### src/rtl/param_stack.sv
// Parametrised LIFO operand stack with replace-top (push+pop), occupancy count and sticky error flags.
// Latency: dout/dout_valid register on the edge a command is sampled, visible the following cycle.
// Backpressure: none; overflowing pushes and empty reads are dropped and recorded in sticky flags.
module param_stack #(
    parameter int WIDTH = 8,
    parameter int DEPTH = 16,
    localparam int CNT_W = $clog2(DEPTH + 1)
) (
    input  logic             clk,
    input  logic             rst,
    input  logic [WIDTH-1:0] din,
    input  logic             push,
    input  logic             pop,
    input  logic             tos,
    input  logic             clr,
    output logic [WIDTH-1:0] dout,
    output logic             dout_valid,
    output logic             full,
    output logic             empty,
    output logic [CNT_W-1:0] count,
    output logic             overflow,
    output logic             underflow
);
    localparam int AW = (DEPTH > 1) ? $clog2(DEPTH) : 1;

    logic [WIDTH-1:0] mem [DEPTH];

    logic             notEmpty;
    logic [AW-1:0]    topIdx;
    logic [AW-1:0]    pushIdx;
    logic [AW-1:0]    wrIdx;
    logic             rdReq;
    logic             rdOk;
    logic             popOk;
    logic             wrEn;
    logic             ovfSet;
    logic             unfSet;
    logic [CNT_W-1:0] nextCount;

    assign full     = (count == CNT_W'(DEPTH));
    assign empty    = (count == '0);
    assign notEmpty = !empty;

    // topIdx wraps when empty, but it is only consumed when the stack is occupied
    assign topIdx  = AW'(count - CNT_W'(1));
    assign pushIdx = AW'(count);

    assign rdReq  = pop | tos;
    assign rdOk   = rdReq & notEmpty;
    assign popOk  = pop & notEmpty;
    assign unfSet = rdReq & empty;

    // A pop frees the top slot in the same cycle, so push+pop is legal even when full
    assign wrEn   = push & (popOk | !full);
    assign wrIdx  = popOk ? topIdx : pushIdx;
    assign ovfSet = push & !popOk & full;

    always_comb begin
        nextCount = count;
        if (popOk && !push) begin
            nextCount = count - CNT_W'(1);
        end else if (push && !popOk && !full) begin
            nextCount = count + CNT_W'(1);
        end
    end

    always_ff @(posedge clk) begin
        if (!rst) begin
            count      <= '0;
            dout       <= '0;
            dout_valid <= 1'b0;
            overflow   <= 1'b0;
            underflow  <= 1'b0;
        end else if (clr) begin
            count      <= '0;
            dout_valid <= 1'b0;
            overflow   <= 1'b0;
            underflow  <= 1'b0;
        end else begin
            count      <= nextCount;
            dout_valid <= rdOk;
            if (rdOk) begin
                dout <= mem[topIdx];
            end
            if (ovfSet) begin
                overflow <= 1'b1;
            end
            if (unfSet) begin
                underflow <= 1'b1;
            end
        end
    end

    // Storage carries no reset; unoccupied entries are don't-care
    always_ff @(posedge clk) begin
        if (rst && !clr && wrEn) begin
            mem[wrIdx] <= din;
        end
    end

endmodule
### config.mk
export PLATFORM = sky130hd
export DESIGN_NAME = param_stack
export DESIGN_NICKNAME = d
export VERILOG_FILES = /design/src/rtl/param_stack.sv
export SDC_FILE = /design/constraint.sdc
export NUM_CORES = 1
export LEC_CHECK = 0
export BUFFER_PORTS_ARGS = -buffer_cell sky130_fd_sc_hd__buf_2
export CAP_MARGIN = 0
export CORE_ASPECT_RATIO = 2
export CORE_MARGIN = 2
export CORE_UTILIZATION = 45
export DETAILED_ROUTE_END_ITERATION = 10
export GPL_TIMING_DRIVEN = 0
export PLACE_DENSITY_LB_ADDON = 0.05
export SLEW_MARGIN = 20
export SYNTH_ARGS = -nofsm -noshare
export SYNTH_HDL_FRONTEND = slang
export SYNTH_SLANG_ARGS = --single-unit
### constraint.sdc
create_clock -name clk -period 3.44 [get_ports clk]
set_clock_uncertainty 0.1 [all_clocks]
set_input_delay 0.344 -clock clk [delete_from_list [all_inputs] [get_ports clk]]
set_output_delay 0.344 -clock clk [all_outputs]
set_load 0.02 [all_outputs]
After elaboration in Yosys (flattened, before gate mapping)
Memories as Yosys holds them, arrays and structs flattened. A register that Yosys moved wholly into a read port is not among the register bits.
Index checks and enable logic that the tools add are counted.
{"block": "classes", "addsub": 2, "multipliers": 0, "div_mod_pow": 0, "order_cmp": 0, "eq_ne": 1, "shifts": 0, "muxes": 5, "bitwise_logic": 10, "reduce_logical": 15}
{"op": "$mux 5", "n": 2}
{"op": "$and 1x1->1", "n": 6}
{"op": "$logic_not 1->1", "n": 6}
{"op": "$add 5x1->5 const B", "n": 1}
{"op": "$eq 5x5->1 const B", "n": 1}
{"op": "$logic_and 1x1->1", "n": 5}
{"op": "$logic_not 5->1", "n": 1}
{"op": "$sub 5x1->5 const B", "n": 1}
{"op": "$mux 4", "n": 1}
{"op": "$mux 1", "n": 2}
{"op": "$not 1->1", "n": 2}
{"op": "$or 1x1->1", "n": 2}
{"op": "$reduce_and 2->1", "n": 1}
{"op": "$reduce_bool 2->1", "n": 1}
{"op": "$reduce_or 2->1", "n": 1}
{"block": "word_totals", "ff_bits": 8, "latchBits": 0, "mem_bits_rw": 128, "mem_bits_ro": 0, "in_bits": 14, "out_inout_bits": 18, "mem_count": 1}
{"memory": "mem", "words": 16, "word_bits": 8, "rd": 1, "rd_ports_with_merged_regs": 1, "write_ports": 1, "line_no": "26", "rtl": "logic [WIDTH-1:0] mem [DEPTH];"}

Logic depth before layout (Yosys ltp)
Gate-level depths: netlist of the first run.
{"block": "depth", "depth_word": 8, "ltp_mapped": 11, "mapped_depth_nobuf": 7}

Worst setup path before layout of the first run
Ideal clock, no wire load.
{"block": "synth_timing", "path_type": "reg2reg", "start": "reg count[0]", "end": "mem mem[4][0], enable pin", "setup_ns": 0.370, "t_arrival_ns": 2.841, "slack_ns": 0.129, "stages_incl_launch_ff": 11, "path_buffers": 5, "period_less_slack_ns": 3.311, "cell_sequence": "dfxtp_1 -> buf_2 -> buf_2 -> inv_2 -> buf_2 -> ha_1 -> clkbuf_1 -> clkbuf_1 -> and4_1 -> a31oi_2 -> nor2_1"}
{"block": "synth_between", "elab_chain_cells": 8, "word_cells_on_any_way": 12}
{"element": "from (decl)", "line_no": "20", "rtl": "output logic [CNT_W-1:0] count,"}
{"element": "from (signal assigned)", "line_no": "80", "rtl": "count <= nextCount;"}
{"element": "$logic_not 5->1", "line_no": "41", "rtl": "assign empty = (count == '0);"}
{"element": "$logic_not 1->1", "line_no": "42", "rtl": "assign notEmpty = !empty;"}
{"element": "$and 1x1->1", "line_no": "50", "rtl": "assign popOk = pop & notEmpty;"}
{"element": "$or 1x1->1", "line_no": "54", "rtl": "assign wrEn = push & (popOk | !full);"}
{"element": "$and 1x1->1", "line_no": "54"}
{"element": "$logic_and 1x1->1", "line_no": "96", "rtl": "if (rst && !clr && wrEn) begin"}
{"element": "$mux 1", "line_no": "96"}
{"element": "$mux 1 (not written as such)", "line_no": "97", "rtl": "mem[wrIdx] <= din;"}
{"element": "to (decl)", "line_no": "26"}
Parallel ways exist; a longest one is shown, timed or not.

Worst setup path in the final report of the first run
{"block": "layout_timing", "start": "reg count[0]", "end": "mem mem[11][4], enable pin"}
The elaborated chain is that of the path after synthesis.

==> metrics.csv, run 1 <==
stage,metric,value,unit
timing,final worst-path cycle share,98.9,%
detailed_routing,vias post-DR,3258,
synth,cell count after synthesis,322,
synth,multiplexer area fraction after synthesis,15.2,%
pwr,Max VDD drop,0.000408,V
clock_network,CTS H-tree lvls,4,
critical_path,"most used cell, CP",buf_4,
critical_path,CP cell instances,buf_4 -> buf_4 -> inv_4 -> buf_6 -> ha_1 -> or4b_1 -> buf_4 -> inv_4 -> nor4_2 -> o211ai_2 -> nor2_4 -> buf_12,
detailed_routing,DRC,0,
synth,Yosys warnings,0,
pwr,final total power,4150,uW
synth,top_reg_cell synth,edfxtp_1,
synth,"EDFF count, synth",128,
synth,synth unique cells,52,
global_routing,first-pass GRT wire length,21200,um
detailed_routing,DRT iter0 DRCs,171,
timing,Final Max Tran Viols,0,
outcome,status,completed,
synth,Compound-Gate Fraction of Synth Area,4.93,%
cells_and_area,multi-input logic area,1870,um2
timing,hold_ws,0.175,ns
synth,Post-Synth Simple-Gate Area,6.65,%
critical_path,required time worst endpoint,3.47,ns
timing,Rel. slew slack,55.0,%
detailed_routing,drt pass-1 iters,4,
global_routing,antenna violations before repair,0,
timing,FMAX,0.294,GHz
clock_network,root buffer cell,clkbuf_16,
timing,Least-Margin Pin Slew,0.676,ns
synth,Mapped Nets,339,
synth,Synth Area in XOR/XNOR,0.735,%
hold_path,HP Class,in2reg,
cells_and_area,Antenna Diode Count,0,
clock_network,clk_lat worst skew,0.42,ns
synth,Avg Inst Size Synth,18.5,um2
cells_and_area,layout cells sized above 1,40.6,%
clock_network,CTS Hold Buffers Added,0,
clock_network,TritonCTS buffer count,17,
die,core area,13000,um2
global_routing,largest net degree at the start of global routing,17,
critical_path,CP max-delay cell,nor4_2,
cells_and_area,Syn-to-layout area delta,25.0,%
global_routing,GRT Total Usage,21.1,%
synth,Synth Area in Adders,0.630,%
die,full die area,14200,um2
synth,post-synthesis sequential area ratio,69.9,%
cells_and_area,Fillers,993,
pwr,Static Leakage,0.00255,uW
die,# IOs,32,
detailed_routing,total routed wirelength,14100,um
synth,area of the mapped netlist,5960,um2
critical_path,"Max FO, Critical Path",11,
run,max-cap violations,0,
critical_path,Crit path arrival time,3.43,ns
synth,Yosys reg bits,144,
placed_design,global placer's final weighted congestion,0.780,
critical_path,Worst setup EP type,flop,
timing,"Min Clock Period, post-route",3.40,ns
critical_path,critical path startpoint category,flop,
clock_network,Clock transition at path regs,0.07,ns
synth,Synth async-reset ratio,0,%
clock_network,Max clock buf depth,2,
placed_design,HPWL after DPL,9580,um
synth,largest family of logic cells by synthesized area,multiplexers,
die,num rows,59,
global_routing,vias in the first global route,3523,
cells_and_area,FF/Latch Area,4160,um2
clock_network,TritonCTS clock tree,done,
timing,Final Hold Viols,0,
cells_and_area,final net count,408,
critical_path,"slowest stage delay, CP",0.45,ns
detailed_routing,Routed wire per std cell,25.4,um
detailed_routing,via/cell ratio,5.86,
critical_path,flop-to-flop setup slack,0.04,ns
die,Initial Utilization,45.9,%
global_routing,grt ovf,0,
pwr,Pwr Density,556,nW/um2
die,Die Ht,167,um
timing,endpoints failing setup,0,
critical_path,Setup CP Type,reg2reg,
placed_design,PortBufs,31,
die,chip width,85.4,um
clock_network,clk sinks,144,
cells_and_area,final core utilization,57.4,%
detailed_routing,post-route ant nets,0,
## flip-flops by register name, summed over array words and instances, names as in the netlist
signal,flops
dout_valid,1
count,5
overflow,1
mem,128
dout,8
underflow,1
## cell families (layout without fill, tap and decap cells)
group | Yosys count | after routing
mux | 49 | 49
compound gates | 33 | 33
xor+xnor | 2 | 2
flops | 144 | 144
simple gates | 70 | 70
fa+ha+maj | 3 | 3
buf+inv | 21 | 103
## report_power, final
| part | total, uW | switching [uW] | internal (uW) |
|---|---|---|---|
| Combinational | 358 | 219 | 140 |
| Clock | 1860 | 772 | 1090 |
| Sequential | 1920 | 7.62 | 1920 |
| Total | 4150 | 998 | 3150 |
## layout by cell type (no fill, tap or decap), types with 3 or more instances in the layout
cell         n
buf_12      16
dfxtp_1     16
nor4_2       3
nor2_1       4
o211ai_2     9
nand4_1      3
nand3_1      7
clkinv_4     3
a21oi_1      5
mux4_1       3
buf_2       32
edfxtp_1   128
inv_6        4
nor3b_1      4
a31oi_4      4
buf_4        8
mux2i_1     16
mux4_2      29
clkbuf_1     3
inv_1        4
clkbuf_16   17
nor2_4      16
or3_1        8
nand2_1     10
## worst max-delay path: cells and delay by family (launching register included)
family,cells,cell delay (ns)
AOI/OAI and AO/OA,1,0.30
adders and majority gates,1,0.25
buffers and inverters,7,1.20
DFF,1,0.39
and+or+nand+nor,3,0.83
## through the flow
stage | worst slack [ns] | instances | cell area (um2) | TNS [ns]
after global placement | -1.12 | 505 | 6310 | -127.66
after global routing | -0.0711 | 556 | 7450 | -1.49
after floorplan | 0.129 | 322 | 5960 | 0
final | 0.0391 | 556 | 7450 | 0
after CTS | -0.00649 | 553 | 7340 | -0.0285
after detailed placement | -1.20 | 505 | 6310 | -132.65
## Yosys cell counts, drive strengths merged, types with 2 or more instances
master | instances | area, um2
dfxtp | 16 | 320
nand2 | 12 | 52.6
clkbuf | 6 | 22.5
o21ai | 3 | 15.0
buf | 8 | 70.1
and4 | 2 | 17.5
nor3b | 4 | 30.0
nor2 | 20 | 75.1
a31oi | 6 | 50.0
mux2i | 16 | 160
nor2b | 2 | 12.5
or3 | 9 | 61.3
mux4 | 32 | 732
a21oi | 5 | 25.0
nand3 | 8 | 45.0
nor4 | 3 | 25.0
o211ai | 11 | 133
edfxtp | 128 | 3840
o21a | 2 | 15.0
nand4 | 3 | 18.8
ha | 3 | 37.5
inv | 6 | 25.0
## what timing repair did
item,in CTS,in global routing
pin swaps,13,3
setup endpoints to repair,138,130
gates resized for setup,44,8
setup buffers,16,3
## layer usage
| layer | GRT usage [%] | up-vias | part of all wire [%] |
|---|---|---|---|
| met3 | 4.11 | 31 | 3.5 |
| met4 | 10.7 | 0 | 3.9 |
| met1 | 23.2 | 1672 | 35 |
| met5 | 0 | - | 0 |
| met2 | 37.6 | 97 | 57 |
| li1 | - | 1458 | - |
## worst paths after layout
check	start	endpoint	cells after the start
worst min-delay path	push	overflow	3
worst min register to register	dout[7]	dout[7]	2
worst max register to register	count[0]	mem[11][4]	12
worst max-delay path	count[0]	mem[11][4]	12
## layout make-up
type | count | share of cell area, %
plain buffers | 14 | 1.48
clock buffers | 17 | 5.71
clock inverters | 15 | 2.37
inverters | 7 | 0.420
multi-input cells | 157 | 25.1
flip-flops and latches | 144 | 55.9
well taps | 152 | 2.55
repair buffers | 50 | 6.51
Note: power is estimated with default switching activity, not from simulation.
==> run 2, diff against run 1 <==
--- a/config.mk
+++ b/config.mk
@@ -7,9 +7,9 @@
 export LEC_CHECK = 0
 export BUFFER_PORTS_ARGS = -buffer_cell sky130_fd_sc_hd__buf_2
 export CAP_MARGIN = 0
-export CORE_ASPECT_RATIO = 2
 export CORE_MARGIN = 2
 export CORE_UTILIZATION = 45
+export CTS_CLUSTER_DIAMETER = 40
 export DETAILED_ROUTE_END_ITERATION = 10
 export GPL_TIMING_DRIVEN = 0
 export PLACE_DENSITY_LB_ADDON = 0.05
==> run 2 against run 1 <==
Net effect: setup slack better by 0.11 ns; fmax up 3.3%; sequential share of layout area down 0.15 points; critical path depth up 1; hold slack worse by 0.0066 ns; sequential cell count unchanged; count of clock-buffer cells in the layout up 10; sequential power about the same; combinational power down 2%.
==> metrics.csv, run 2 (synthesis results as in run 1) <==
stage,metric,value,unit,change
timing,Final Hold Viols,0,,unchanged
cells_and_area,most frequent cells in the layout,"edfxtp_1, buf_2, mux4_2, clkbuf_16",,
global_routing,GRT Total Usage,20.3,%,-0.72 points
cells_and_area,Largest register FFs,128,,unchanged
critical_path,RR Startpoint,count[0],,
timing,Final Max Tran Viols,0,,unchanged
global_routing,vias in the first global route,3456,,-1.9%
timing,final worst-path cycle share,95.7,%,-3.2 points
clock_network,TritonCTS buffer count,17,,unchanged
clock_network,CTS Hold Buffers Added,0,,unchanged
detailed_routing,total routed wirelength,13300,um,-5.6%
placed_design,global placer's final weighted congestion,0.830,,+6.3%
clock_network,CTS H-tree lvls,4,,unchanged
cells_and_area,design area,7470,um2,+0.27%
critical_path,Worst setup EP type,flop,,
global_routing,first-pass GRT wire length,20400,um,-3.7%
hold_path,Hold Path Origin,push,,
outcome,status,completed,,
detailed_routing,drt pass-1 iters,4,,unchanged
timing,Least-Margin Pin Slew,0.658,ns,-0.0177 ns
cells_and_area,final core utilization,57.1,%,-0.25 points
global_routing,antenna violations before repair,0,,unchanged
timing,"Min Clock Period, post-route",3.29,ns,-0.110 ns
pwr,final total power,4010,uW,-3.3%
die,Initial Utilization,45.6,%,-0.32 points
die,chip width,119,um,+39%
detailed_routing,vias post-DR,3212,,-1.4%
clock_network,clk_lat worst skew,0.42,ns,about the same
placed_design,PortBufs,31,,unchanged
cells_and_area,Top Registers,"mem (128), dout (8), count (5)",,
run,max-cap violations,0,,unchanged
clock_network,root buffer cell,clkbuf_16,,
cells_and_area,Antenna Diode Count,0,,unchanged
clock_network,Max clock buf depth,2,,unchanged
hold_path,Hold Path Sink,overflow,,
critical_path,Crit path arrival time,3.32,ns,-0.11 ns
die,# IOs,32,,unchanged
cells_and_area,"Most flops, register",mem,,
die,full die area,14200,um2,-0.39%
detailed_routing,post-route ant nets,0,,unchanged
timing,endpoints failing setup,0,,unchanged
pwr,Max VDD drop,0.000310,V,-24%
pwr,Static Leakage,0.00255,uW,-0.24%
critical_path,flop-to-flop setup slack,0.15,ns,+0.11 ns
die,core area,13100,um2,+0.71%
placed_design,HPWL after DPL,8000,um,-16%
critical_path,required time worst endpoint,3.47,ns,about the same
detailed_routing,DRT iter0 DRCs,257,,+50%
critical_path,"Max FO, Critical Path",11,,unchanged
critical_path,Setup CP Type,reg2reg,,
timing,Rel. slew slack,56.1,%,+1.2 points
clock_network,Clock transition at path regs,0.06,ns,about the same
global_routing,grt ovf,0,,unchanged
detailed_routing,via/cell ratio,5.52,,-5.8%
timing,FMAX,0.304,GHz,+3.3%
die,Die Ht,119,um,-29%
cells_and_area,Syn-to-layout area delta,25.4,%,
detailed_routing,Routed wire per std cell,22.9,um,-9.8%
cells_and_area,final net count,410,,+0.49%
pwr,Pwr Density,537,nW/um2,-3.5%
cells_and_area,layout cells sized above 1,39.4,%,-1.2 points
global_routing,largest net degree at the start of global routing,17,,unchanged
clock_network,TritonCTS clock tree,done,,
placed_design,placed instance area,6340,um2,+0.48%
critical_path,FF-to-FF End,mem[4][2],,
timing,RSZ-0062 raised after global routing,no,,
critical_path,worst r2r path cells,13,,+1
critical_path,critical path startpoint category,flop,,
cells_and_area,"commonest non-fill, non-tap cell in the layout",edfxtp_1,,
detailed_routing,DRC,0,,unchanged
hold_path,Hold Path Depth,3,,unchanged
hold_path,HP Class,in2reg,,
die,num rows,42,,-29%
clock_network,clk sinks,144,,unchanged
-- run 2: changes by cell type in the layout (fill, tap and decap cells not counted), moves of 2 or more --
cell / before / now
buf_4: 8 / 11
inv_8: 2 / 0
nor4_4: 0 / 2
inv_6: 4 / 0
clkinv_4: 3 / 0
clkbuf_1: 3 / 8
clkbuf_8: 0 / 5
nor4_2: 3 / 1
-- run 2: how the worst max path moves through the flow --
stage,from,cells after the start,slack (ns),endpoint
final,count[0],13,0.15,mem[4][2]
after global placement,count[0],10,-1.06,mem[12][2]
after floorplan,count[0],10,0.13,mem[4][0]
after global routing,count[0],11,0.004,mem[6][0]
after detailed placement,count[0],10,-1.04,mem[12][0]
after CTS,count[0],11,0.08,mem[11][6]
-- run 2: per-layer routing --
| metal | vias up | GRT usage (%) | routed length (um) |
|---|---|---|---|
| met5 | - | 0 | 0 |
| met4 | 0 | 9.52 | 272 |
| met3 | 20 | 5.03 | 703 |
| met2 | 98 | 32.8 | 6720 |
| met1 | 1631 | 26.1 | 5640 |
| li1 | 1463 | - | - |
-- run 2: metrics by stage --
stage	hold WS [ns]	setup WS, ns	TNS [ns]	cells
after global placement	0.350	-1.06	-115.40	529
after global routing	0.220	0.00409	0	582
after detailed placement	0.353	-1.04	-112.36	529
final	0.168	0.149	0	582
after floorplan	0.343	0.129	0	322
after CTS	0.154	0.0782	0	580
-- run 2: repair_timing --
item,4_1_cts,5_1_grt
gates resized for setup,42,14
endpoints found under the hold margin,0,0
pin swaps,14,2
endpoints found under the setup margin,137,128
setup buffers,19,2
-- run 2: final cells by class --
cell class / instances / area [um2]
clock buffers: 27 / 513
inverters: 7 / 28.8
well taps: 176 / 220
plain buffers: 14 / 114
multi-input cells: 157 / 1890
fillers: 980 / 5610
flip-flops and latches: 144 / 4160
repair buffers: 52 / 488
clock inverters: 5 / 51.3
-- run 2: critical path, stage by stage (launching register included) --
cell and delay, ns:
dfxtp_1 0.33, clkbuf_4 0.19, buf_4 0.22, inv_2 0.18, buf_8 0.21, ha_1 0.22, or4b_1 0.44, buf_4 0.20
inv_4 0.13, or4_1 0.15, nand4_1 0.11, buf_4 0.22, nor2_4 0.13, buf_12 0.14
-- run 2: power breakdown --
part           switching, uW  internal (uW)
clock network            648           1090
logic                    211            140
registers               8.05           1920
==> run 3, diff against run 2 <==
--- a/config.mk
+++ b/config.mk
@@ -5,6 +5,7 @@
 export SDC_FILE = /design/constraint.sdc
 export NUM_CORES = 1
 export LEC_CHECK = 0
+export ABC_AREA = 1
 export BUFFER_PORTS_ARGS = -buffer_cell sky130_fd_sc_hd__buf_2
 export CAP_MARGIN = 0
 export CORE_MARGIN = 2
@@ -13,6 +14,7 @@
 export DETAILED_ROUTE_END_ITERATION = 10
 export GPL_TIMING_DRIVEN = 0
 export PLACE_DENSITY_LB_ADDON = 0.05
+export REMOVE_ABC_BUFFERS = 1
 export SLEW_MARGIN = 20
 export SYNTH_ARGS = -nofsm -noshare
 export SYNTH_HDL_FRONTEND = slang
==> run 3 against run 2 <==
Net effect: die area is 9.0% higher; global-route usage is 0.69 points higher; synthesized area is 9.3% higher; setup slack worse by 0.11 ns; sequential share of layout area is 0.31 points lower; register-to-register slack worse by 0.11 ns; core utilization is 3.3 points lower; synthesized cell count is 110% higher; hold slack worse by 0.037 ns; first-iteration DRC count is 63% higher; largest power group unchanged.
==> metrics.csv, run 3 <==
stage,metric,value,unit,change
timing,RSZ-0062 raised after global routing,yes,,
critical_path,Critical Path Source,count[0],,
synth,"count leader, synth",nand2_1,,
synth,Synth async-reset ratio,0,%,unchanged
timing,final worst-path setup slack,0.0435,ns,-0.106 ns
synth,Yosys top cell by area,edfxtp_1,,
placed_design,DP Cell Count,857,,+62%
critical_path,required time worst endpoint,3.42,ns,-0.05 ns
cells_and_area,"commonest non-fill, non-tap cell in the layout",nand2_1,,
clock_network,clk_lat worst skew,0.42,ns,about the same
detailed_routing,drt pass-1 iters,5,,+1
critical_path,critical path startpoint category,flop,,
synth,area of the mapped netlist,6510,um2,+9.3%
synth,synth unique cells,29,,-44%
run,max-cap violations,0,,unchanged
global_routing,grt ovf,0,,unchanged
cells_and_area,Syn-to-layout area delta,15.5,%,
placed_design,placed instance area,6740,um2,+6.3%
synth,post-synthesis sequential area ratio,63.9,%,-5.9 points
die,num rows,43,,+2.4%
synth,cell count after synthesis,671,,+110%
critical_path,"Max FO, Critical Path",69,,+58
global_routing,GRT Total Usage,21.0,%,+0.69 points
detailed_routing,post-route ant nets,0,,unchanged
hold_path,Hold Path Origin,clr,,
global_routing,antenna violations before repair,0,,unchanged
die,Initial Utilization,46.6,%,+1.0 points
clock_network,clk sinks,144,,unchanged
detailed_routing,DRC,0,,unchanged
placed_design,PortBufs,31,,unchanged
global_routing,first-pass GRT wire length,24400,um,+20%
cells_and_area,Top Registers,"mem (128), dout (8), count (5)",,
pwr,Max VDD drop,0.000308,V,-0.53%
cells_and_area,Fillers,1264,,+29%
placed_design,HPWL after DPL,8980,um,+12%
detailed_routing,via/cell ratio,5.01,,-9.2%
die,# IOs,32,,unchanged
timing,Final Hold Viols,0,,unchanged
critical_path,RR Startpoint,count[0],,
cells_and_area,most frequent cells in the layout,"nand2_1, edfxtp_1, inv_1, nand3_1, buf_2",,
cells_and_area,FF/Latch Area,4170,um2,about the same
synth,Yosys warnings,0,,unchanged
cells_and_area,Antenna Diode Count,0,,unchanged
cells_and_area,layout cells sized above 1,13.9,%,-26 points
clock_network,TritonCTS clock tree,done,,
placed_design,pre-CTS setup slack,-1.53,ns,-0.498 ns
cells_and_area,multi-input logic area,1820,um2,-3.6%
synth,top_reg_cell synth,edfxtp_1,,
clock_network,root buffer cell,clkbuf_16,,
critical_path,Worst setup EP type,flop,,
timing,endpoints failing setup,0,,unchanged
synth,most frequent cells after synthesis,"nand2_1, edfxtp_1, inv_1",,
hold_path,HP Class,in2reg,,
synth,Avg Inst Size Synth,9.71,um2,-48%
clock_network,CTS Hold Buffers Added,0,,unchanged
outcome,status,completed,,
die,core area,14000,um2,+6.9%
detailed_routing,Routed wire per std cell,17.3,um,-25%
timing,final worst-path cycle share,98.7,%,+3.1 points
clock_network,CTS H-tree lvls,4,,unchanged
critical_path,Crit path arrival time,3.38,ns,+0.06 ns
detailed_routing,vias post-DR,4517,,+41%
placed_design,global placer's final weighted congestion,0.802,,-3.4%
synth,Yosys reg bits,144,,unchanged
clock_network,TritonCTS buffer count,17,,unchanged
global_routing,largest net degree at the start of global routing,70,,+53
synth,"EDFF count, synth",128,,unchanged
synth,synth top area cells,"edfxtp_1, nand2_1, nand3_1, inv_1, dfxtp_1",,
detailed_routing,DRT iter0 DRCs,419,,+63%
clock_network,Clock transition at path regs,0.06,ns,about the same
timing,Final Max Tran Viols,0,,unchanged
critical_path,Setup CP Type,reg2reg,,
timing,Least-Margin Pin Slew,0.687,ns,+0.0288 ns
die,Die Ht,124,um,+4.4%
detailed_routing,total routed wirelength,15600,um,+17%
cells_and_area,"Most flops, register",mem,,
timing,FMAX,0.294,GHz,-3.1%
cells_and_area,design area,7520,um2,+0.65%
die,full die area,15500,um2,+9.0%
cells_and_area,final net count,725,,+77%
cells_and_area,Largest register FFs,128,,unchanged
timing,Rel. slew slack,54.1,%,-2.0 points
die,chip width,124,um,+4.4%
pwr,Pwr Density,561,nW/um2,+4.6%
clock_network,Max clock buf depth,2,,unchanged
pwr,Static Leakage,0.00327,uW,+28%
synth,top-area cell type share of the netlist area,59.0,%,-5.5 points
global_routing,vias in the first global route,4288,,+24%
timing,"Min Clock Period, post-route",3.40,ns,+0.106 ns
cells_and_area,"non-filler cells, final",901,,+55%
## run 3: cell count changes after synthesis, moves of 10 or more
cell and change:
nand2_1 +180, inv_1 +115, nand3_1 +103, mux4_2 -29
nor2_1 +25, mux2i_1 -16, o211ai_2 -10
## run 3: stage by stage
stage / power, uW / hold slack [ns] / TNS (ns) / util [%]
3_5_place_dp: 2580 / 0.359 / -158.64 / 48.2
5_1_grt: 4400 / 0.129 / -3.66 / 53.8
4_1_cts: 4250 / 0.112 / 0 / 53.5
3_3_place_gp: 2570 / 0.346 / -742.55 / 47.9
2_1_floorplan: 2360 / 0.343 / -255.40 / -
6_report: 4220 / 0.131 / 0 / 53.8
## run 3: where the power goes
group | internal, uW | total, uW | leakage [uW] | switching (uW)
Sequential | 1940 | 1960 | 0.00128 | 27.0
Combinational | 180 | 632 | 0.00173 | 453
Clock | 966 | 1620 | 0.000259 | 659
Total | 3080 | 4220 | 0.00327 | 1140
## run 3: critical path, stage by stage, from the launching register on
cell and delay [ns]:
dfxtp_4 0.55, buf_12 0.28, inv_6 0.22, ha_4 0.41, clkinv_4 0.25, o21ai_0 0.42
nand2_1 0.33, nor2_4 0.38
## run 3: cell families (layout without fill, tap and decap cells)
kind of cell / Yosys count / after routing / synth area share [%]
AO/OA/AOI/OAI: 14 / 14 / 1.09
XOR/XNOR: 7 / 7 / 1.34
adder cells (fa/ha/maj): 3 / 3 / 0.576
buffers and inverters: 149 / 199 / 9.97
flip-flops: 144 / 144 / 63.9
AND/OR/NAND/NOR: 354 / 354 / 23.1
## run 3: timing repair
item,CTS,global route
gates cloned,0,0
pin swaps,6,0
buffers inserted,12,0
resized for setup,24,8
setup endpoints to repair,137,101
## run 3: metal layers
| layer | vias up | track usage [%] | part of all wire [%] |
|---|---|---|---|
| met1 | 2140 | 29.1 | 46 |
| met2 | 129 | 32.9 | 47 |
| met3 | 27 | 4.42 | 5.0 |
| met4 | 0 | 7.73 | 2.1 |
| li1 | 2221 | - | - |
| met5 | - | 0 | 0 |
## run 3: area by class of cell
class,count,share of cell area [%]
Clock inverter,8,0.532
Multi-Input combinational cell,378,24.3
Inverter,123,6.27
Sequential cell,144,55.4
Clock buffer,24,6.40
Tap cell,180,2.99
Timing Repair Buffer,44,4.13
## run 3: worst paths after layout
| path | end | slack, ns | cells past startpoint |
|---|---|---|---|
| min reg2reg | underflow | 0.37 | 2 |
| max | mem[4][3] | 0.04 | 7 |
| max reg2reg | mem[4][3] | 0.04 | 7 |
| min | count[0] | 0.13 | 4 |
